### src/rtl/pipe_pkg.sv
// Shared encodings and defaults for the pipeline controller and its
// multiply/divide occupancy timer.
package pipe_pkg;

    typedef enum logic [1:0] {
        OP_MULT  = 2'd0,
        OP_MULTU = 2'd1,
        OP_DIV   = 2'd2,
        OP_DIVU  = 2'd3
    } md_op_t;

    typedef enum logic [1:0] {
        ST_IDLE = 2'd0,
        ST_MULT = 2'd1,
        ST_DIV  = 2'd2
    } md_state_t;

    localparam int DEF_MULT_LAT = 5;
    localparam int DEF_DIV_LAT  = 10;

    // Latencies outside 2..15 would either never finish or overflow the 4-bit counter.
    function automatic logic [3:0] lat_clamp(input int lat);
        if (lat < 2) begin
            return 4'd2;
        end else if (lat > 15) begin
            return 4'd15;
        end else begin
            return 4'(lat);
        end
    endfunction

endpackage

### src/rtl/pipe_ctrl_if.sv
// Hazard inputs and pipeline-register control outputs between the
// five-stage datapath (master) and the stall controller (slave).
interface pipe_ctrl_if;

    logic       D_data_hazard;
    logic       D_md_use;
    logic       E_md_start;
    logic [1:0] E_md_op;
    logic       M_mem_wait;

    logic       PC_WE;
    logic       D_WE;
    logic       E_WE;
    logic       M_WE;
    logic       W_WE;
    logic       E_clr;
    logic       W_clr;
    logic       md_busy;
    logic       md_done;

    modport master (
        output D_data_hazard, D_md_use, E_md_start, E_md_op, M_mem_wait,
        input  PC_WE, D_WE, E_WE, M_WE, W_WE, E_clr, W_clr, md_busy, md_done
    );

    modport slave (
        input  D_data_hazard, D_md_use, E_md_start, E_md_op, M_mem_wait,
        output PC_WE, D_WE, E_WE, M_WE, W_WE, E_clr, W_clr, md_busy, md_done
    );

endinterface

### src/rtl/md_timer.sv
// Multiply/divide unit occupancy timer: IDLE/MULT/DIV state machine with a
// 4-bit down-counter that models the fixed MDU latency.
module md_timer
    import pipe_pkg::*;
#(
    parameter int MULT_LAT = DEF_MULT_LAT,
    parameter int DIV_LAT  = DEF_DIV_LAT
) (
    input  logic       clk,
    input  logic       reset,
    input  logic       start,
    input  logic [1:0] op,
    input  logic       mem_wait,
    output logic       busy,
    output logic       done
);

    localparam logic [3:0] MULT_CNT = lat_clamp(MULT_LAT);
    localparam logic [3:0] DIV_CNT  = lat_clamp(DIV_LAT);

    md_state_t  state_r;
    md_state_t  state_nxt_s;
    logic [3:0] cnt_r;
    logic [3:0] cnt_nxt_s;
    logic       accept_s;
    logic       done_s;

    // State and counter registers.
    always_ff @(posedge clk) begin
        if (reset) begin
            state_r <= ST_IDLE;
            cnt_r   <= 4'd0;
        end else begin
            state_r <= state_nxt_s;
            cnt_r   <= cnt_nxt_s;
        end
    end

    // Next-state, counter load/decrement and start acceptance.
    always_comb begin
        state_nxt_s = state_r;
        cnt_nxt_s   = cnt_r;
        accept_s    = 1'b0;
        done_s      = 1'b0;
        case (state_r)
            ST_IDLE: begin
                // A start stalled by memory stays in E and retries after release.
                if (start && !mem_wait) begin
                    accept_s = 1'b1;
                    case (op)
                        OP_MULT, OP_MULTU: begin
                            state_nxt_s = ST_MULT;
                            cnt_nxt_s   = MULT_CNT;
                        end
                        OP_DIV, OP_DIVU: begin
                            state_nxt_s = ST_DIV;
                            cnt_nxt_s   = DIV_CNT;
                        end
                        default: begin
                            state_nxt_s = ST_IDLE;
                            cnt_nxt_s   = 4'd0;
                        end
                    endcase
                end else begin
                    cnt_nxt_s = 4'd0;
                end
            end
            ST_MULT, ST_DIV: begin
                // Counting continues through memory stalls; <= also recovers a corrupted zero.
                if (cnt_r <= 4'd1) begin
                    done_s      = 1'b1;
                    state_nxt_s = ST_IDLE;
                    cnt_nxt_s   = 4'd0;
                end else begin
                    cnt_nxt_s = cnt_r - 4'd1;
                end
            end
            default: begin
                state_nxt_s = ST_IDLE;
                cnt_nxt_s   = 4'd0;
            end
        endcase
    end

    assign busy = !reset && ((state_r != ST_IDLE) || accept_s);
    assign done = !reset && done_s;

endmodule

### src/rtl/pipe_ctrl.sv
// Pipeline stall/flush controller: merges decode hazards, MDU occupancy and
// data-memory wait into PC/stage write enables and bubble inserts.
module pipe_ctrl
    import pipe_pkg::*;
#(
    parameter int MULT_LAT = DEF_MULT_LAT,
    parameter int DIV_LAT  = DEF_DIV_LAT
) (
    input  logic        clk,
    input  logic        reset,
    pipe_ctrl_if.slave  bus
);

    logic md_busy_s;
    logic md_done_s;
    logic md_stall_s;
    logic d_stall_s;

    md_timer #(
        .MULT_LAT (MULT_LAT),
        .DIV_LAT  (DIV_LAT)
    ) u_md_timer (
        .clk      (clk),
        .reset    (reset),
        .start    (bus.E_md_start),
        .op       (bus.E_md_op),
        .mem_wait (bus.M_mem_wait),
        .busy     (md_busy_s),
        .done     (md_done_s)
    );

    assign md_stall_s  = bus.D_md_use && md_busy_s;
    assign d_stall_s   = bus.D_data_hazard || md_stall_s;
    assign bus.md_busy = md_busy_s;
    assign bus.md_done = md_done_s;

    // Stall priority: memory wait freezes everything but W, decode stall bubbles E.
    always_comb begin
        bus.PC_WE = 1'b1;
        bus.D_WE  = 1'b1;
        bus.E_WE  = 1'b1;
        bus.M_WE  = 1'b1;
        bus.W_WE  = 1'b1;
        bus.E_clr = 1'b0;
        bus.W_clr = 1'b0;
        if (bus.M_mem_wait) begin
            bus.PC_WE = 1'b0;
            bus.D_WE  = 1'b0;
            bus.E_WE  = 1'b0;
            bus.M_WE  = 1'b0;
            bus.W_clr = 1'b1;
        end else if (d_stall_s) begin
            bus.PC_WE = 1'b0;
            bus.D_WE  = 1'b0;
            bus.E_clr = 1'b1;
        end else begin
            bus.PC_WE = 1'b1;
            bus.D_WE  = 1'b1;
        end
    end

endmodule

### src/flat_wrapper.sv
// flat-port wrapper written by rule: the top's interface ports become plain ports
module pipe_ctrl_flat import pipe_pkg::*;
#(
    parameter int MULT_LAT = DEF_MULT_LAT,
    parameter int DIV_LAT  = DEF_DIV_LAT
)
  (clk, reset, bus_D_data_hazard, bus_D_md_use, bus_E_md_start, bus_E_md_op, bus_M_mem_wait, bus_PC_WE, bus_D_WE, bus_E_WE, bus_M_WE, bus_W_WE, bus_E_clr, bus_W_clr, bus_md_busy, bus_md_done);
  pipe_ctrl_if bus_i ();
  input  logic clk;
  input  logic reset;
  input wire logic [$bits(bus_i.D_data_hazard)-1:0] bus_D_data_hazard;
  input wire logic [$bits(bus_i.D_md_use)-1:0] bus_D_md_use;
  input wire logic [$bits(bus_i.E_md_start)-1:0] bus_E_md_start;
  input wire logic [$bits(bus_i.E_md_op)-1:0] bus_E_md_op;
  input wire logic [$bits(bus_i.M_mem_wait)-1:0] bus_M_mem_wait;
  output wire logic [$bits(bus_i.PC_WE)-1:0] bus_PC_WE;
  output wire logic [$bits(bus_i.D_WE)-1:0] bus_D_WE;
  output wire logic [$bits(bus_i.E_WE)-1:0] bus_E_WE;
  output wire logic [$bits(bus_i.M_WE)-1:0] bus_M_WE;
  output wire logic [$bits(bus_i.W_WE)-1:0] bus_W_WE;
  output wire logic [$bits(bus_i.E_clr)-1:0] bus_E_clr;
  output wire logic [$bits(bus_i.W_clr)-1:0] bus_W_clr;
  output wire logic [$bits(bus_i.md_busy)-1:0] bus_md_busy;
  output wire logic [$bits(bus_i.md_done)-1:0] bus_md_done;
  assign bus_i.D_data_hazard = bus_D_data_hazard;
  assign bus_i.D_md_use = bus_D_md_use;
  assign bus_i.E_md_start = bus_E_md_start;
  assign bus_i.E_md_op = bus_E_md_op;
  assign bus_i.M_mem_wait = bus_M_mem_wait;
  assign bus_PC_WE = bus_i.PC_WE;
  assign bus_D_WE = bus_i.D_WE;
  assign bus_E_WE = bus_i.E_WE;
  assign bus_M_WE = bus_i.M_WE;
  assign bus_W_WE = bus_i.W_WE;
  assign bus_E_clr = bus_i.E_clr;
  assign bus_W_clr = bus_i.W_clr;
  assign bus_md_busy = bus_i.md_busy;
  assign bus_md_done = bus_i.md_done;
  pipe_ctrl #(.MULT_LAT(MULT_LAT), .DIV_LAT(DIV_LAT)) u_core (.clk(clk), .reset(reset), .bus(bus_i));
endmodule
### config.mk
export PLATFORM = sky130hd
export DESIGN_NAME = pipe_ctrl_flat
export DESIGN_NICKNAME = d
export VERILOG_FILES = /design/src/rtl/pipe_pkg.sv /design/src/rtl/pipe_ctrl_if.sv /design/src/rtl/md_timer.sv /design/src/rtl/pipe_ctrl.sv /design/src/flat_wrapper.sv
export SDC_FILE = /design/constraint.sdc
export NUM_CORES = 1
export LEC_CHECK = 0
export CORE_AREA = 2 2 39 41
export CTS_BUF_LIST = sky130_fd_sc_hd__clkbuf_2
export DETAILED_ROUTE_END_ITERATION = 16
export DIE_AREA = 0 0 41 43
export DONT_BUFFER_PORTS = 1
export GPL_TIMING_DRIVEN = 0
export PLACE_DENSITY = 0.58
export SLEW_MARGIN = 20
export SYNTH_ARGS = -nofsm -noshare
export SYNTH_HDL_FRONTEND = slang
export SYNTH_SLANG_ARGS = --single-unit
export TNS_END_PERCENT = 10
### constraint.sdc
create_clock -name clk -period 1.74 [get_ports clk]
set_input_delay 0.174 -clock clk [delete_from_list [all_inputs] [get_ports clk]]
set_output_delay 0.174 -clock clk [all_outputs]
set_load 0.1 [all_outputs]
# After elaboration in Yosys (flattened, before gate mapping)

Index checks and enable logic that the tools add are counted.

Bits in registers: 6
Latch bits: 0
RAM bits: 0
ROM bits: 0
Bits of input ports: 8
Output and inout bits: 9
Logic and storage cells: 44
Memories: 0

Add/sub/neg operators: 1
Multipliers: 0
Div/mod/pow operators: 0
Order comparisons: 1
Equal/unequal tests: 7
Shift-type cells: 0
Muxes and demuxes: 18
Bitwise logic cells: 0
Reduce and logical (&&, ||, !) cells: 15

Operator list:

| kind                  | count |
|---|---|
| $pmux W4 S2           | 2 |
| $mux W1               | 10 |
| $mux W4               | 2 |
| $pmux W2 S2           | 2 |
| $eq A2 B2 Y1 const B  | 3 |
| $reduce_or A2 Y1      | 3 |
| $eq A2 B1 Y1 const B  | 2 |
| $le A4 B1 Y1 const B  | 1 |
| $logic_and A1 B1 Y1   | 4 |
| $logic_not A2 Y1      | 2 |
| $mux W2               | 2 |
| $ne A2 B2 Y1 const B  | 2 |
| $sub A4 B1 Y4 const B | 1 |
| $logic_not A1 Y1      | 2 |
| $logic_or A1 B1 Y1    | 2 |
| $reduce_and A2 Y1     | 1 |
| $reduce_bool A2 Y1    | 1 |

# Longest topological paths before layout

Gate-level depths: netlist of run 1.

Word-level depth: 10
Mapped depth: 6
Gate-level depth less buffers: 6

# Cells and area by module

From an unflattened synthesis of run 1, not the netlist that was laid out.

Cells, all modules: 52
Area, all modules: 439.2 um^2

Modules (own cells, without submodules):

| module    | times used | cells each | area each (um^2) | sequential area each (um^2) |
|---|---|---|---|---|
| md_timer  | 1          | 43         | 382.9            | 120.1 |
| pipe_ctrl | 1          | 9          | 56.3             | 0.0 |

# Least setup slack after synthesis of run 1

Ideal clock, no wire load.

Kind: register -> output
Start point: reg u_core.u_md_timer.state_r[0]
End point: out bus_md_done
Arrival time: 3547 ps
Data required time: 1566 ps
Path slack: -1981 ps
Cell stages (with the launch flop): 5
Path buffers: 0
Path through: dfxtp_1 -> inv_1 -> ha_1 -> nand2_1 -> nor4_1

Cells in the longest elaborated chain, start to end: 4
Elaborated cells on any way between the ends: 5
Those cells by class: 2 x eq/ne; 1 x mux; 2 x reduce/logical

RTL lines:

| what                                                | line               | source |
|---|---|---|
| from (decl)                                         | md_timer.sv:21     | `md_state_t state_r;` |
| from (signal assigned)                              | md_timer.sv:34     | `state_r <= state_nxt_s;` |
| $eq A2 B1 Y1 / $eq A2 B2 Y1 (equally long branches) | md_timer.sv:45     | `case (state_r)` |
| $reduce_or A2 Y1 (*)                                | md_timer.sv:45     |  |
| $mux W1 (*)                                         | md_timer.sv:45     |  |
| $logic_and A1 B1 Y1 (*)                             | md_timer.sv:86     | `assign done = !reset && done_s;` |
| to (decl)                                           | flat_wrapper.sv:24 | `output wire logic [$bits(bus_i.md_done)-1:0] bus_md_done;` |

Every way passes the cells marked *; elsewhere a longest branch is shown, timed or not.

# Worst setup path in the final report of run 1

Start point: reg u_core.u_md_timer.state_r[1]
End point: out bus_PC_WE

Cells in the longest elaborated chain, start to end: 8
Elaborated cells on any way between the ends: 9
Those cells by class: 3 x mux; 6 x reduce/logical

RTL lines:

| what                      | line               | source |
|---|---|---|
| $logic_not A2 Y1          | md_timer.sv:45     |  |
| $mux W1                   | md_timer.sv:45     |  |
| $logic_or A1 B1 Y1 (*)    | md_timer.sv:85     | `assign busy = !reset && ((state_r != ST_IDLE) \|\| accept_s);` |
| $logic_and A1 B1 Y1 (*)   | md_timer.sv:85     |  |
| $logic_and A1 B1 Y1 (*)   | pipe_ctrl.sv:32    | `assign md_stall_s = bus.D_md_use && md_busy_s;` |
| $logic_or A1 B1 Y1 (*)    | pipe_ctrl.sv:33    | `assign d_stall_s = bus.D_data_hazard \|\| md_stall_s;` |
| $mux W1 (*) (2 in series) | --                 |  |
| to (decl)                 | flat_wrapper.sv:16 | `output wire logic [$bits(bus_i.PC_WE)-1:0] bus_PC_WE;` |

Marked as above.

==> impl_metrics.prom, run 1 <==
# TYPE chip_impl_metric gauge
chip_impl_metric{name="detail_route.drc_violations",unit=""} 0
chip_impl_metric{name="drt_pass1_iterations",unit=""} 4
chip_impl_info{name="rr_endpoint",value="u_core.u_md_timer.state_r[1]"} 1
chip_impl_metric{name="final_setup_violation_count",unit=""} 1
chip_impl_metric{name="worstMarginPinSlew",unit="ns"} 0.899
chip_impl_metric{name="hold_viol_final",unit=""} 0
chip_impl_metric{name="timing.critical_path.required",unit="ns"} 1.57
chip_impl_metric{name="grt_pass1_vias",unit=""} 394
chip_impl_metric{name="fp.dieW",unit="µm"} 41
chip_impl_metric{name="instances_no_fill",unit=""} 76
chip_impl_metric{name="clkSlewWorstSetupHoldPaths",unit="ns"} 0.05
chip_impl_metric{name="floorplan.initialDensity",unit="%"} 31.6
chip_impl_info{name="status",value="complete, but fails checks"} 1
chip_impl_metric{name="total_met2_wirelength_after_detailed_routing",unit="µm"} 456
chip_impl_metric{name="synth-edff-count",unit=""} 0
chip_impl_metric{name="grt_antenna_before_repair",unit=""} 0
chip_impl_metric{name="first_drt_iteration_drcs",unit=""} 8
chip_impl_metric{name="grt_util_all_layers",unit="%"} 11.7
chip_impl_metric{name="place_hpwl",unit="µm"} 688
chip_impl_metric{name="slew_headroom",unit="%"} 40.0
chip_impl_metric{name="hold_ws",unit="ns"} 0.160
chip_impl_info{name="tritoncts_clock_tree",value="yes"} 1
chip_impl_metric{name="num_antenna_cells",unit=""} 0
chip_impl_metric{name="numCtsBuffers",unit=""} 3
chip_impl_metric{name="yosysSeqAreaShare",unit="%"} 27.5
chip_impl_metric{name="fillCellCount",unit=""} 148
chip_impl_info{name="startpoint_type",value="flop"} 1
chip_impl_metric{name="reg2reg_path_depth",unit=""} 6
chip_impl_info{name="topRoutingLayerUsed",value="met3"} 1
chip_impl_info{name="min_path_type",value="primary input to flop"} 1
chip_impl_info{name="worst_r2r_src",value="u_core.u_md_timer.cnt_r[0]"} 1
chip_impl_metric{name="wire_length_of_the_first_global_routing_pass",unit="µm"} 1410
chip_impl_metric{name="worst_reg2reg_setup_slack",unit="ns"} 0.37
chip_impl_metric{name="powerDensity",unit="nW/µm²"} 743
chip_impl_metric{name="final_max_slew_viol_count",unit=""} 0
chip_impl_metric{name="yosys.area.top_type_share",unit="%"} 27.5
chip_impl_metric{name="global_route.overflow_total",unit=""} 0
chip_impl_metric{name="routed_wire_length_per_instance",unit="µm"} 11.5
chip_impl_info{name="hold_end",value="u_core.u_md_timer.state_r[0]"} 1
chip_impl_metric{name="hold_buffers",unit=""} 0
chip_impl_metric{name="crit_path_max_fo",unit=""} 3
chip_impl_metric{name="fin_crit",unit="ns"} 1.79
chip_impl_metric{name="synth.ff_latch_count",unit=""} 6
chip_impl_info{name="ys.flop_type",value="sky130_fd_sc_hd__dfxtp_1"} 1
chip_impl_metric{name="power.leakage",unit="nW"} 0.235
chip_impl_metric{name="buffer_ports.inserted",unit=""} 0
chip_impl_metric{name="drv.max_cap_violation_count",unit=""} 0
chip_impl_metric{name="maximum_number_of_pins_on_one_net_before_global_route_repair",unit=""} 9
chip_impl_info{name="synth_commonest_cells",value="6 x sky130_fd_sc_hd__a21oi_1, 6 x sky130_fd_sc_hd__dfxtp_1, 6 x sky130_fd_sc_hd__inv_1"} 1
chip_impl_metric{name="die_area",unit="µm²"} 1760
chip_impl_metric{name="die_height",unit="µm"} 43
chip_impl_info{name="clock-root-buffer",value="sky130_fd_sc_hd__clkbuf_2"} 1
chip_impl_metric{name="layout-area-overhead-vs-synth",unit="%"} 33.8
chip_impl_metric{name="maxClockFrequency",unit="MHz"} 557
chip_impl_metric{name="hold_depth",unit=""} 3
chip_impl_metric{name="route.final.wire_length",unit="µm"} 876
chip_impl_metric{name="core-area",unit="µm²"} 1380
chip_impl_metric{name="ctsHtreeMaxLevel",unit=""} 1
chip_impl_metric{name="post_route_cells_drive_above_1_share",unit="%"} 46.7
chip_impl_metric{name="drtAntennaViolNets",unit=""} 0
chip_impl_metric{name="gp_congestion",unit=""} 0.629
chip_impl_metric{name="critPathArrivalTime",unit="ns"} 1.62
chip_impl_metric{name="routedLengthMet1",unit="µm"} 339
chip_impl_metric{name="post_synth_inst_count",unit=""} 54
chip_impl_metric{name="core.rowCount",unit=""} 14
chip_impl_metric{name="clock_skew",unit="ns"} 0.00238
chip_impl_info{name="violations_in_the_final_reports",value="setup timing"} 1
chip_impl_metric{name="place.detailed.instances",unit=""} 71
chip_impl_metric{name="ctsLongestPathBuffers",unit=""} 2
chip_impl_metric{name="ys.warnings.count",unit=""} 0
chip_impl_info{name="grt_setup_unrepaired",value="yes"} 1
chip_impl_metric{name="distinct_cell_type_count_after_synthesis",unit=""} 23
chip_impl_metric{name="skew_pair_late_insertion_delay",unit="ns"} 0.21
chip_impl_info{name="leading_post_synthesis_cells_by_cell_area",value="sky130_fd_sc_hd__dfxtp_1 28%, sky130_fd_sc_hd__ha_1 11%, sky130_fd_sc_hd__a21oi_1 6.9%"} 1
chip_impl_metric{name="io-pin-count",unit=""} 17
chip_impl_metric{name="finalWorstSetupSlack",unit="ns"} -0.0547
chip_impl_info{name="end_kind",value="output pin"} 1
chip_impl_info{name="hold_path_startpoint",value="bus_E_md_op[1]"} 1
chip_impl_metric{name="design.final.nets",unit=""} 74
chip_impl_metric{name="syn_area_per_cell",unit="µm²"} 8.09
chip_impl_metric{name="dr_total_vias",unit=""} 378
chip_impl_metric{name="timing.setup.tns",unit="ns"} -0.0547
chip_impl_metric{name="postSynthNetCount",unit=""} 66
chip_impl_info{name="crit_type",value="flop to output pin"} 1
chip_impl_metric{name="irDropWorstVdd",unit="µV"} 301
chip_impl_info{name="netlist.top_cell.by_area",value="sky130_fd_sc_hd__dfxtp_1"} 1
chip_impl_metric{name="post-route-util",unit="%"} 42.2
chip_impl_metric{name="period_utilization",unit="%"} 103
chip_impl_metric{name="syn_area",unit="µm²"} 437
chip_impl_metric{name="via_per_inst",unit=""} 4.97
chip_impl_metric{name="postSynth.asyncResetShare",unit="%"} 0
chip_impl_metric{name="cts.sink_count",unit=""} 6
chip_impl_metric{name="wl_met3",unit="µm"} 79
[state kept, by name, indices dropped and copies added (netlist names)]
register                   cells
u_core.u_md_timer.cnt_r        4
u_core.u_md_timer.state_r      2
[cell families after synthesis]
group | after synthesis | synth area share (%)
other | 1 | 0.859
buffers and inverters | 12 | 14.0
flip-flops | 6 | 27.5
AND/OR/NAND/NOR | 18 | 25.8
adder cells (fa/ha/maj) | 4 | 11.5
AO/OA/AOI/OAI | 11 | 16.3
XOR/XNOR | 2 | 4.01
[metrics by stage]
step	power [mW]	area, µm²	worst slack (ns)
2_1_floorplan	0.305	455	-0.417
3_3_place_gp	0.315	475	-0.475
3_5_place_dp	0.320	493	-0.277
4_1_cts	0.434	557	-0.123
5_1_grt	0.464	584	-0.143
6_report	0.434	584	-0.0547
[worst max-delay path, cell delays in order, from the launching register on]
cell,delay (ns)
sky130_fd_sc_hd__dfxtp_2,0.33
sky130_fd_sc_hd__inv_2,0.07
sky130_fd_sc_hd__ha_4,0.15
sky130_fd_sc_hd__nand2b_4,0.06
sky130_fd_sc_hd__a31oi_4,0.21
sky130_fd_sc_hd__and2_4,0.38
sky130_fd_sc_hd__buf_12,0.22
[cell type report]
cell class	count	area, µm²	share of cell area [%]
sequential	6	123	21.0
clock buffer	3	15.0	2.57
buffer	5	47.5	8.14
timing repair buffer	3	30.0	5.14
inverter	7	26.3	4.50
tap	16	20.0	3.43
multi-input combinational	36	323	55.2
[report_power, final]
group | total (mW) | switching (mW) | internal [mW] | leakage, nW
Combinational | 0.190 | 0.136 | 0.0537 | 0.173
Sequential | 0.153 | 0.00836 | 0.145 | 0.0498
Clock | 0.0913 | 0.0447 | 0.0466 | 0.0125
[worst max-delay path by stage]
stage                                       startpoint        end  slack (ns)  depth (start not counted)
after detailed placement                bus_M_mem_wait  bus_PC_WE       -0.28                          3
final                     u_core.u_md_timer.state_r[1]  bus_PC_WE       -0.05                          6
after floorplan           u_core.u_md_timer.state_r[0]  bus_E_clr       -0.42                          5
after CTS                 u_core.u_md_timer.state_r[0]  bus_PC_WE       -0.12                          6
after global routing      u_core.u_md_timer.state_r[1]  bus_PC_WE       -0.14                          6
after global placement    u_core.u_md_timer.state_r[0]  bus_E_clr       -0.47                          5
[layer usage]
layer | global-route usage (%) | vias up
li1 | - | 189
met1 | 12.3 | 174
met2 | 18.8 | 15
met3 | 3.14 | 0
met4 | 8.00 | 0
met5 | 0 | -
[placed cells by master (no fill, tap or decap), types with 3 or more instances in the layout]
cell type and count:
sky130_fd_sc_hd__nand2_1 3, sky130_fd_sc_hd__ha_1 3, sky130_fd_sc_hd__buf_4 5, sky130_fd_sc_hd__inv_2 3, sky130_fd_sc_hd__nor3_1 3, sky130_fd_sc_hd__a21oi_1 6, sky130_fd_sc_hd__inv_1 4, sky130_fd_sc_hd__dfxtp_1 4
sky130_fd_sc_hd__clkbuf_2 3
[timing repair]
item	in CTS	in global routing
setup endpoints to repair	4	4
pin swaps	1	2
buffers inserted	0	2
gates resized for setup	10	5
(Power assumes the default switching activity.)
==> inputs of run 2 (changes only) <==
--- a/config.mk
+++ b/config.mk
@@ -12,6 +12,7 @@
 export DONT_BUFFER_PORTS = 1
 export GPL_TIMING_DRIVEN = 0
 export PLACE_DENSITY = 0.58
+export SKIP_LAST_GASP = 1
 export SLEW_MARGIN = 20
 export SYNTH_ARGS = -nofsm -noshare
 export SYNTH_HDL_FRONTEND = slang
==> run 2 against run 1 <==
  * The run still ends with setup timing left
  * Clock-buffer cell count unchanged
  * Clock skew is the same
  * Critical path type unchanged
  * Critical path depth stayed put
==> impl_metrics.prom, run 2 (synthesized netlist as in run 1, its figures left out) <==
# TYPE chip_impl_metric gauge
chip_impl_info{name="status",value="complete, but fails checks"} 1
chip_impl_info{name="violations_in_the_final_reports",value="setup timing"} 1
chip_impl_metric{name="fin_crit",unit="ns"} 1.77
chip_impl_metric{name="design.final.nets",unit=""} 74
chip_impl_metric{name="core-area",unit="µm²"} 1380
chip_impl_info{name="layout_commonest_cell",value="sky130_fd_sc_hd__a21oi_1"} 1
chip_impl_metric{name="detail_route.drc_violations",unit=""} 0
chip_impl_metric{name="fp.dieW",unit="µm"} 41
chip_impl_metric{name="die_area",unit="µm²"} 1760
chip_impl_metric{name="num_antenna_cells",unit=""} 0
chip_impl_metric{name="gp_congestion",unit=""} 0.629
chip_impl_metric{name="ctsLongestPathBuffers",unit=""} 2
chip_impl_metric{name="post_route_cells_drive_above_1_share",unit="%"} 46.7
chip_impl_info{name="tritoncts_clock_tree",value="yes"} 1
chip_impl_metric{name="drv.max_cap_violation_count",unit=""} 0
chip_impl_metric{name="grt_util_met3",unit="%"} 3.14
chip_impl_metric{name="instances_no_fill",unit=""} 76
chip_impl_metric{name="hold_depth",unit=""} 3
chip_impl_metric{name="maxClockFrequency",unit="MHz"} 564
chip_impl_metric{name="p_int",unit="µW"} 245
chip_impl_info{name="final_cell_mix",value="6 x sky130_fd_sc_hd__a21oi_1, 5 x sky130_fd_sc_hd__buf_4, 4 x sky130_fd_sc_hd__inv_1, 4 x sky130_fd_sc_hd__dfxtp_1"} 1
chip_impl_metric{name="place.detailed.instances",unit=""} 71
chip_impl_metric{name="slowest_delay",unit="ns"} 0.38
chip_impl_metric{name="grt_antenna_before_repair",unit=""} 0
chip_impl_metric{name="via_per_inst",unit=""} 4.80
chip_impl_metric{name="critical_path_cell_count",unit=""} 6
chip_impl_metric{name="drt_pass1_iterations",unit=""} 4
chip_impl_metric{name="largest_register_ffs",unit=""} 4
chip_impl_info{name="end_kind",value="output pin"} 1
chip_impl_metric{name="skew_pair_late_insertion_delay",unit="ns"} 0.21
chip_impl_metric{name="period_utilization",unit="%"} 102
chip_impl_info{name="biggest_regs",value="u_core.u_md_timer.cnt_r: 4 flops, u_core.u_md_timer.state_r: 2 flops"} 1
chip_impl_metric{name="first_drt_iteration_drcs",unit=""} 6
chip_impl_metric{name="layout-area-overhead-vs-synth",unit="%"} 33.8
chip_impl_metric{name="final_setup_violation_count",unit=""} 2
chip_impl_metric{name="share_of_power_burned_in_registers",unit="%"} 35.3
chip_impl_metric{name="worst_path_buffer_plus_inverter_count",unit=""} 2
chip_impl_metric{name="power_frac_clock",unit="%"} 21.0
chip_impl_metric{name="irDropWorstVdd",unit="µV"} 313
chip_impl_metric{name="floorplan.initialDensity",unit="%"} 31.6
chip_impl_metric{name="timing.critical_path.required",unit="ns"} 1.57
chip_impl_metric{name="die_height",unit="µm"} 43
chip_impl_metric{name="slew_headroom",unit="%"} 40.0
chip_impl_metric{name="buffer_ports.inserted",unit=""} 0
chip_impl_metric{name="comb_power_share",unit="%"} 43.7
chip_impl_info{name="crit_type",value="flop to output pin"} 1
chip_impl_metric{name="route.final.wire_length",unit="µm"} 869
chip_impl_metric{name="finalWorstSetupSlack",unit="ns"} -0.0332
chip_impl_info{name="grt.busiest_layer",value="met2"} 1
chip_impl_metric{name="grt_pass1_vias",unit=""} 380
chip_impl_metric{name="hold_buffers",unit=""} 0
chip_impl_metric{name="routed_wire_length_per_instance",unit="µm"} 11.4
chip_impl_info{name="worstPathCellList",value="inv_2 -> ha_4 -> nand2b_4 -> a31oi_4 -> and2_4 -> buf_12"} 1
chip_impl_info{name="min_path_type",value="primary input to flop"} 1
chip_impl_metric{name="powerDensity",unit="nW/µm²"} 743
chip_impl_metric{name="worstMarginPinSlew",unit="ns"} 0.899
chip_impl_metric{name="power",unit="µW"} 434
chip_impl_metric{name="wire_length_of_the_first_global_routing_pass",unit="µm"} 1370
chip_impl_metric{name="globalRouteMet2Util",unit="%"} 18.1
chip_impl_metric{name="dr_total_vias",unit=""} 365
chip_impl_metric{name="grt.met1_usage",unit="%"} 11.9
chip_impl_metric{name="final_max_slew_viol_count",unit=""} 0
chip_impl_info{name="cp_top_family",value="simple AND/OR/NAND/NOR gates"} 1
chip_impl_metric{name="numCtsBuffers",unit=""} 3
chip_impl_metric{name="drtAntennaViolNets",unit=""} 0
chip_impl_metric{name="power.leakage",unit="nW"} 0.235
chip_impl_metric{name="core.rowCount",unit=""} 14
chip_impl_metric{name="clkSlewWorstSetupHoldPaths",unit="ns"} 0.05
chip_impl_info{name="cp_slowest_cell",value="sky130_fd_sc_hd__and2_4"} 1
chip_impl_metric{name="ctsHtreeMaxLevel",unit=""} 1
chip_impl_metric{name="maximum_number_of_pins_on_one_net_before_global_route_repair",unit=""} 9
chip_impl_metric{name="io-pin-count",unit=""} 17
chip_impl_info{name="regMostFlops",value="u_core.u_md_timer.cnt_r"} 1
chip_impl_metric{name="p_sw",unit="µW"} 189
chip_impl_metric{name="critPathArrivalTime",unit="ns"} 1.60
chip_impl_metric{name="post-route-util",unit="%"} 42.2
chip_impl_info{name="clock-root-buffer",value="sky130_fd_sc_hd__clkbuf_2"} 1
chip_impl_metric{name="grt_util_all_layers",unit="%"} 11.4
chip_impl_metric{name="clock_skew",unit="ns"} 0.00238
chip_impl_metric{name="global_route.overflow_total",unit=""} 0
chip_impl_metric{name="place_hpwl",unit="µm"} 688
chip_impl_metric{name="reg2reg_path_depth",unit=""} 6
chip_impl_metric{name="cts.sink_count",unit=""} 6
chip_impl_metric{name="crit_path_max_fo",unit=""} 3
chip_impl_metric{name="worst_reg2reg_setup_slack",unit="ns"} 0.38
chip_impl_metric{name="hold_viol_final",unit=""} 0
chip_impl_info{name="grt_setup_unrepaired",value="yes"} 1
chip_impl_metric{name="switching_share",unit="%"} 43.5
chip_impl_info{name="startpoint_type",value="flop"} 1
[run 2: tightest hold or removal path, cell delays in order]
cell and delay [ns]:
sky130_fd_sc_hd__nor3b_2 0.04, sky130_fd_sc_hd__nand2_1 0.06, sky130_fd_sc_hd__a21oi_1 0.05
[run 2: area by class of cell]
class                      count  area [µm²]
buffer                         5        47.5
clock buffer                   3        15.0
fill                         145         800
inverter                       7        26.3
multi-input combinational     36         323
sequential                     6         123
tap                           16        20.0
timing repair buffer           3        30.0
[run 2: power by group through the flow]
stage / combinational (mW) / sequential, mW / clock [mW]
after global routing: 0.201 / 0.154 / 0.109
after floorplan: 0.151 / 0.154 / 0
final: 0.190 / 0.153 / 0.0913
after CTS: 0.172 / 0.152 / 0.100
after detailed placement: 0.165 / 0.155 / 0
after global placement: 0.160 / 0.155 / 0
[run 2: metrics by stage]
step | setup WS (ns) | TNS [ns] | instance area, µm² | hold slack (ns)
finish | -0.0332 | -0.0538 | 584 | 0.160
global route | -0.122 | -0.236 | 584 | 0.135
CTS | -0.266 | -0.300 | 527 | 0.148
detailed placement | -0.277 | -0.353 | 493 | 0.388
global placement | -0.475 | -0.991 | 475 | 0.388
floorplan | -0.417 | -0.835 | 455 | 0.358
[run 2: timing repair]
item                       in CTS  in global routing
setup endpoints to repair       4                  5
pin swaps                       0                  3
resized for setup               5                 10
buffers inserted                0                  2
[run 2: final timing paths]
| kind | from | to |
|---|---|---|
| worst max-delay path | u_core.u_md_timer.state_r[1] | bus_PC_WE |
| worst min-delay path | bus_E_md_op[1] | u_core.u_md_timer.state_r[0] |
| worst min register to register | u_core.u_md_timer.state_r[1] | u_core.u_md_timer.state_r[1] |
| worst max register to register | u_core.u_md_timer.cnt_r[0] | u_core.u_md_timer.state_r[0] |
[run 2: metal layers]
metal	share of wire, %	wire length, µm
met1	40	347
met3	8.7	76
met4	0	0
met2	51	445
met5	0	0
==> inputs of run 3 (changes only) <==
--- a/config.mk
+++ b/config.mk
@@ -16,5 +16,6 @@
 export SLEW_MARGIN = 20
 export SYNTH_ARGS = -nofsm -noshare
 export SYNTH_HDL_FRONTEND = slang
+export SYNTH_HIERARCHICAL = 1
 export SYNTH_SLANG_ARGS = --single-unit
 export TNS_END_PERCENT = 10
==> run 3 against run 2 <==
  * Clock power grew 9.5%
  * The flow still finishes with violations (setup timing)
  * Critical path depth grew 1
  * Design area shrank 0.43%
  * Power grew 1.8%
  * Largest cell class unchanged
  * First-iteration DRC count is the same
  * Critical endpoint unchanged
==> impl_metrics.prom, run 3 <==
# TYPE chip_impl_metric gauge
chip_impl_info{name="tritoncts_clock_tree",value="yes"} 1
chip_impl_metric{name="yosys.area.top_type_share",unit="%"} 27.4
chip_impl_metric{name="timing.setup.tns",unit="ns"} -1.21
chip_impl_info{name="cp_top_family",value="simple AND/OR/NAND/NOR gates"} 1
chip_impl_metric{name="route.final.wire_length",unit="µm"} 837
chip_impl_info{name="biggest_regs",value="u_core/u_md_timer/cnt_r: 4 flops, u_core/u_md_timer/state_r: 2 flops"} 1
chip_impl_metric{name="core.rowCount",unit=""} 14
chip_impl_info{name="hold_path_startpoint",value="bus_E_md_op[1]"} 1
chip_impl_metric{name="critPathArrivalTime",unit="ns"} 2.04
chip_impl_metric{name="skew_pair_late_insertion_delay",unit="ns"} 0.23
chip_impl_metric{name="floorplan.initialDensity",unit="%"} 31.7
chip_impl_info{name="worstPathCellList",value="inv_2 -> ha_4 -> and2_4 -> nor2_4 -> a21oi_4 -> and2_4 -> buf_12"} 1
chip_impl_metric{name="powerDensity",unit="nW/µm²"} 759
chip_impl_metric{name="maxClockFrequency",unit="MHz"} 451
chip_impl_metric{name="grt_util_all_layers",unit="%"} 12.2
chip_impl_metric{name="instances_no_fill",unit=""} 75
chip_impl_info{name="critical_path.startpoint",value="u_core/u_md_timer/state_r[0]"} 1
chip_impl_info{name="regMostFlops",value="u_core/u_md_timer/cnt_r"} 1
chip_impl_metric{name="finalWorstSetupSlack",unit="ns"} -0.475
chip_impl_metric{name="worst_path_buffer_plus_inverter_count",unit=""} 2
chip_impl_metric{name="die_height",unit="µm"} 43
chip_impl_metric{name="final_setup_violation_count",unit=""} 3
chip_impl_info{name="grt_setup_unrepaired",value="yes"} 1
chip_impl_metric{name="maximum_number_of_pins_on_one_net_before_global_route_repair",unit=""} 9
chip_impl_metric{name="via_per_inst",unit=""} 4.80
chip_impl_metric{name="power",unit="µW"} 442
chip_impl_metric{name="design.final.nets",unit=""} 73
chip_impl_metric{name="layout-area-overhead-vs-synth",unit="%"} 32.5
chip_impl_metric{name="clock_skew",unit="ns"} 0.00766
chip_impl_info{name="synth_commonest_cells",value="6 x sky130_fd_sc_hd__dfxtp_1, 6 x sky130_fd_sc_hd__inv_1"} 1
chip_impl_metric{name="routed_wire_length_per_instance",unit="µm"} 11.2
chip_impl_metric{name="timing.critical_path.required",unit="ns"} 1.57
chip_impl_metric{name="place.detailed.instances",unit=""} 69
chip_impl_metric{name="ctsHtreeMaxLevel",unit=""} 1
chip_impl_metric{name="first_drt_iteration_drcs",unit=""} 6
chip_impl_metric{name="die_area",unit="µm²"} 1760
chip_impl_metric{name="num_antenna_cells",unit=""} 0
chip_impl_metric{name="cts.sink_count",unit=""} 6
chip_impl_metric{name="drv.max_cap_violation_count",unit=""} 0
chip_impl_metric{name="detail_route.drc_violations",unit=""} 0
chip_impl_metric{name="drt_pass1_iterations",unit=""} 4
chip_impl_metric{name="core-area",unit="µm²"} 1380
chip_impl_metric{name="drtAntennaViolNets",unit=""} 0
chip_impl_info{name="status",value="complete, but fails checks"} 1
chip_impl_metric{name="worstMarginPinSlew",unit="ns"} 0.869
chip_impl_metric{name="slew_headroom",unit="%"} 42.0
chip_impl_metric{name="ys.warnings.count",unit=""} 6
chip_impl_info{name="leading_post_synthesis_cells_by_cell_area",value="sky130_fd_sc_hd__dfxtp_1 27%, sky130_fd_sc_hd__ha_1 11%, sky130_fd_sc_hd__buf_4 6.8%"} 1
chip_impl_info{name="cp_slowest_cell",value="sky130_fd_sc_hd__nor2_4"} 1
chip_impl_info{name="worst_path_most_repeated_cell",value="sky130_fd_sc_hd__and2_4"} 1
chip_impl_metric{name="crit_path_max_fo",unit=""} 3
chip_impl_metric{name="fin_crit",unit="ns"} 2.22
chip_impl_metric{name="grt_pass1_vias",unit=""} 367
chip_impl_metric{name="global_route.overflow_total",unit=""} 0
chip_impl_info{name="min_path_type",value="primary input to flop"} 1
chip_impl_metric{name="hold_viol_final",unit=""} 0
chip_impl_metric{name="distinct_cell_type_count_after_synthesis",unit=""} 21
chip_impl_metric{name="synth-edff-count",unit=""} 0
chip_impl_info{name="crit_type",value="flop to output pin"} 1
chip_impl_metric{name="period_utilization",unit="%"} 127
chip_impl_metric{name="numCtsBuffers",unit=""} 3
chip_impl_metric{name="slowest_delay",unit="ns"} 0.51
chip_impl_info{name="end_kind",value="output pin"} 1
chip_impl_metric{name="irDropWorstVdd",unit="µV"} 301
chip_impl_metric{name="syn_area",unit="µm²"} 439
chip_impl_metric{name="power.leakage",unit="nW"} 0.230
chip_impl_metric{name="yosysSeqAreaShare",unit="%"} 27.4
chip_impl_info{name="final_cell_mix",value="6 x sky130_fd_sc_hd__buf_4, 4 x sky130_fd_sc_hd__inv_1, 4 x sky130_fd_sc_hd__a21oi_1, 4 x sky130_fd_sc_hd__nor3_1, 4 x sky130_fd_sc_hd__dfxtp_1"} 1
chip_impl_metric{name="gp_congestion",unit=""} 0.748
chip_impl_info{name="violations_in_the_final_reports",value="setup timing"} 1
chip_impl_info{name="clock-root-buffer",value="sky130_fd_sc_hd__clkbuf_2"} 1
chip_impl_info{name="startpoint_type",value="flop"} 1
chip_impl_metric{name="ctsLongestPathBuffers",unit=""} 2
chip_impl_metric{name="largest_register_ffs",unit=""} 4
chip_impl_info{name="layout_commonest_cell",value="sky130_fd_sc_hd__buf_4"} 1
chip_impl_metric{name="io-pin-count",unit=""} 17
chip_impl_info{name="ys.flop_type",value="sky130_fd_sc_hd__dfxtp_1"} 1
chip_impl_metric{name="postSynth.asyncResetShare",unit="%"} 0
chip_impl_metric{name="grt_antenna_before_repair",unit=""} 0
chip_impl_metric{name="clkSlewWorstSetupHoldPaths",unit="ns"} 0.06
chip_impl_metric{name="post_synth_inst_count",unit=""} 52
chip_impl_metric{name="syn_area_per_cell",unit="µm²"} 8.45
chip_impl_metric{name="final_max_slew_viol_count",unit=""} 0
chip_impl_metric{name="synth.ff_latch_count",unit=""} 6
chip_impl_metric{name="post-route-util",unit="%"} 42.0
chip_impl_metric{name="hold_ws",unit="ns"} 0.142
chip_impl_metric{name="post_route_cells_drive_above_1_share",unit="%"} 49.2
chip_impl_metric{name="dr_total_vias",unit=""} 360
chip_impl_metric{name="postSynthNetCount",unit=""} 64
chip_impl_metric{name="wire_length_of_the_first_global_routing_pass",unit="µm"} 1440
chip_impl_metric{name="fp.dieW",unit="µm"} 41
chip_impl_metric{name="place_hpwl",unit="µm"} 646
chip_impl_info{name="netlist.top_cell.by_area",value="sky130_fd_sc_hd__dfxtp_1"} 1
chip_impl_metric{name="buffer_ports.inserted",unit=""} 0
chip_impl_info{name="worst_r2r_src",value="u_core/u_md_timer/cnt_r[0]"} 1
[run 3: cell count changes after synthesis, sizes merged]
| cell | before | now |
|---|---|---|
| a21oi | 6 | 7 |
| a31oi | 1 | 0 |
| and4 | 1 | 0 |
| and4b | 0 | 1 |
| buf | 5 | 4 |
| clkbuf | 0 | 1 |
| inv | 7 | 6 |
| nand2 | 3 | 2 |
[run 3: cell families after synthesis]
family | after synthesis | share of synthesized area [%]
xor+xnor | 2 | 3.99
compound gates | 11 | 20.2
buf+inv | 11 | 12.8
fa+ha+maj | 4 | 11.4
other cells | 1 | 0.854
simple gates | 17 | 23.4
flops | 6 | 27.4
[run 3: final timing paths]
path | to | slack (ns) | depth (start not counted)
max | bus_PC_WE | -0.48 | 7
min | u_core/u_md_timer/state_r[0] | 0.14 | 3
max reg2reg | u_core/u_md_timer/cnt_r[2] | 0.27 | 6
min reg2reg | u_core/u_md_timer/state_r[0] | 0.58 | 3
[run 3: per-stage QoR]
stage	setup slack [ns]	instance area (µm²)
after global placement	-0.320	522
after global routing	-0.543	582
after detailed placement	-0.333	537
final	-0.475	582
after floorplan	-0.284	502
after CTS	-0.499	582
[run 3: cell type report]
class / count / area (µm²)
Inverter: 6 / 22.5
Clock buffer: 3 / 15.0
Tap cell: 16 / 20.0
Sequential cell: 6 / 123
Buffer: 5 / 46.3
Multi-Input combinational cell: 35 / 318
Fill cell: 141 / 802
Timing Repair Buffer: 4 / 37.5
[run 3: tightest hold or removal path: stages]
cell and delay [ns]:
sky130_fd_sc_hd__nor3b_2 0.04, sky130_fd_sc_hd__nand2_1 0.06, sky130_fd_sc_hd__a21oi_1 0.05
[run 3: repair_timing]
item / 4_1_cts / 5_1_grt
pin swaps: 3 / 0
endpoints found under the setup margin: 3 / 3
gates resized for setup: 1 / 0
buffers inserted: 3 / 0
cloned: 0 / 0
hold buffers: 0 / 0
[run 3: power by group]
part,switching [mW],total [mW],internal [mW]
registers,0.00761,0.152,0.145
clock network,0.0535,0.100,0.0468
logic,0.135,0.189,0.0543
[run 3: metal layers]
metal	share of wire [%]	global-route usage (%)
met1	47	17.5
met2	45	16.3
met3	5.9	3.14
met4	1.7	6.00
met5	0	0
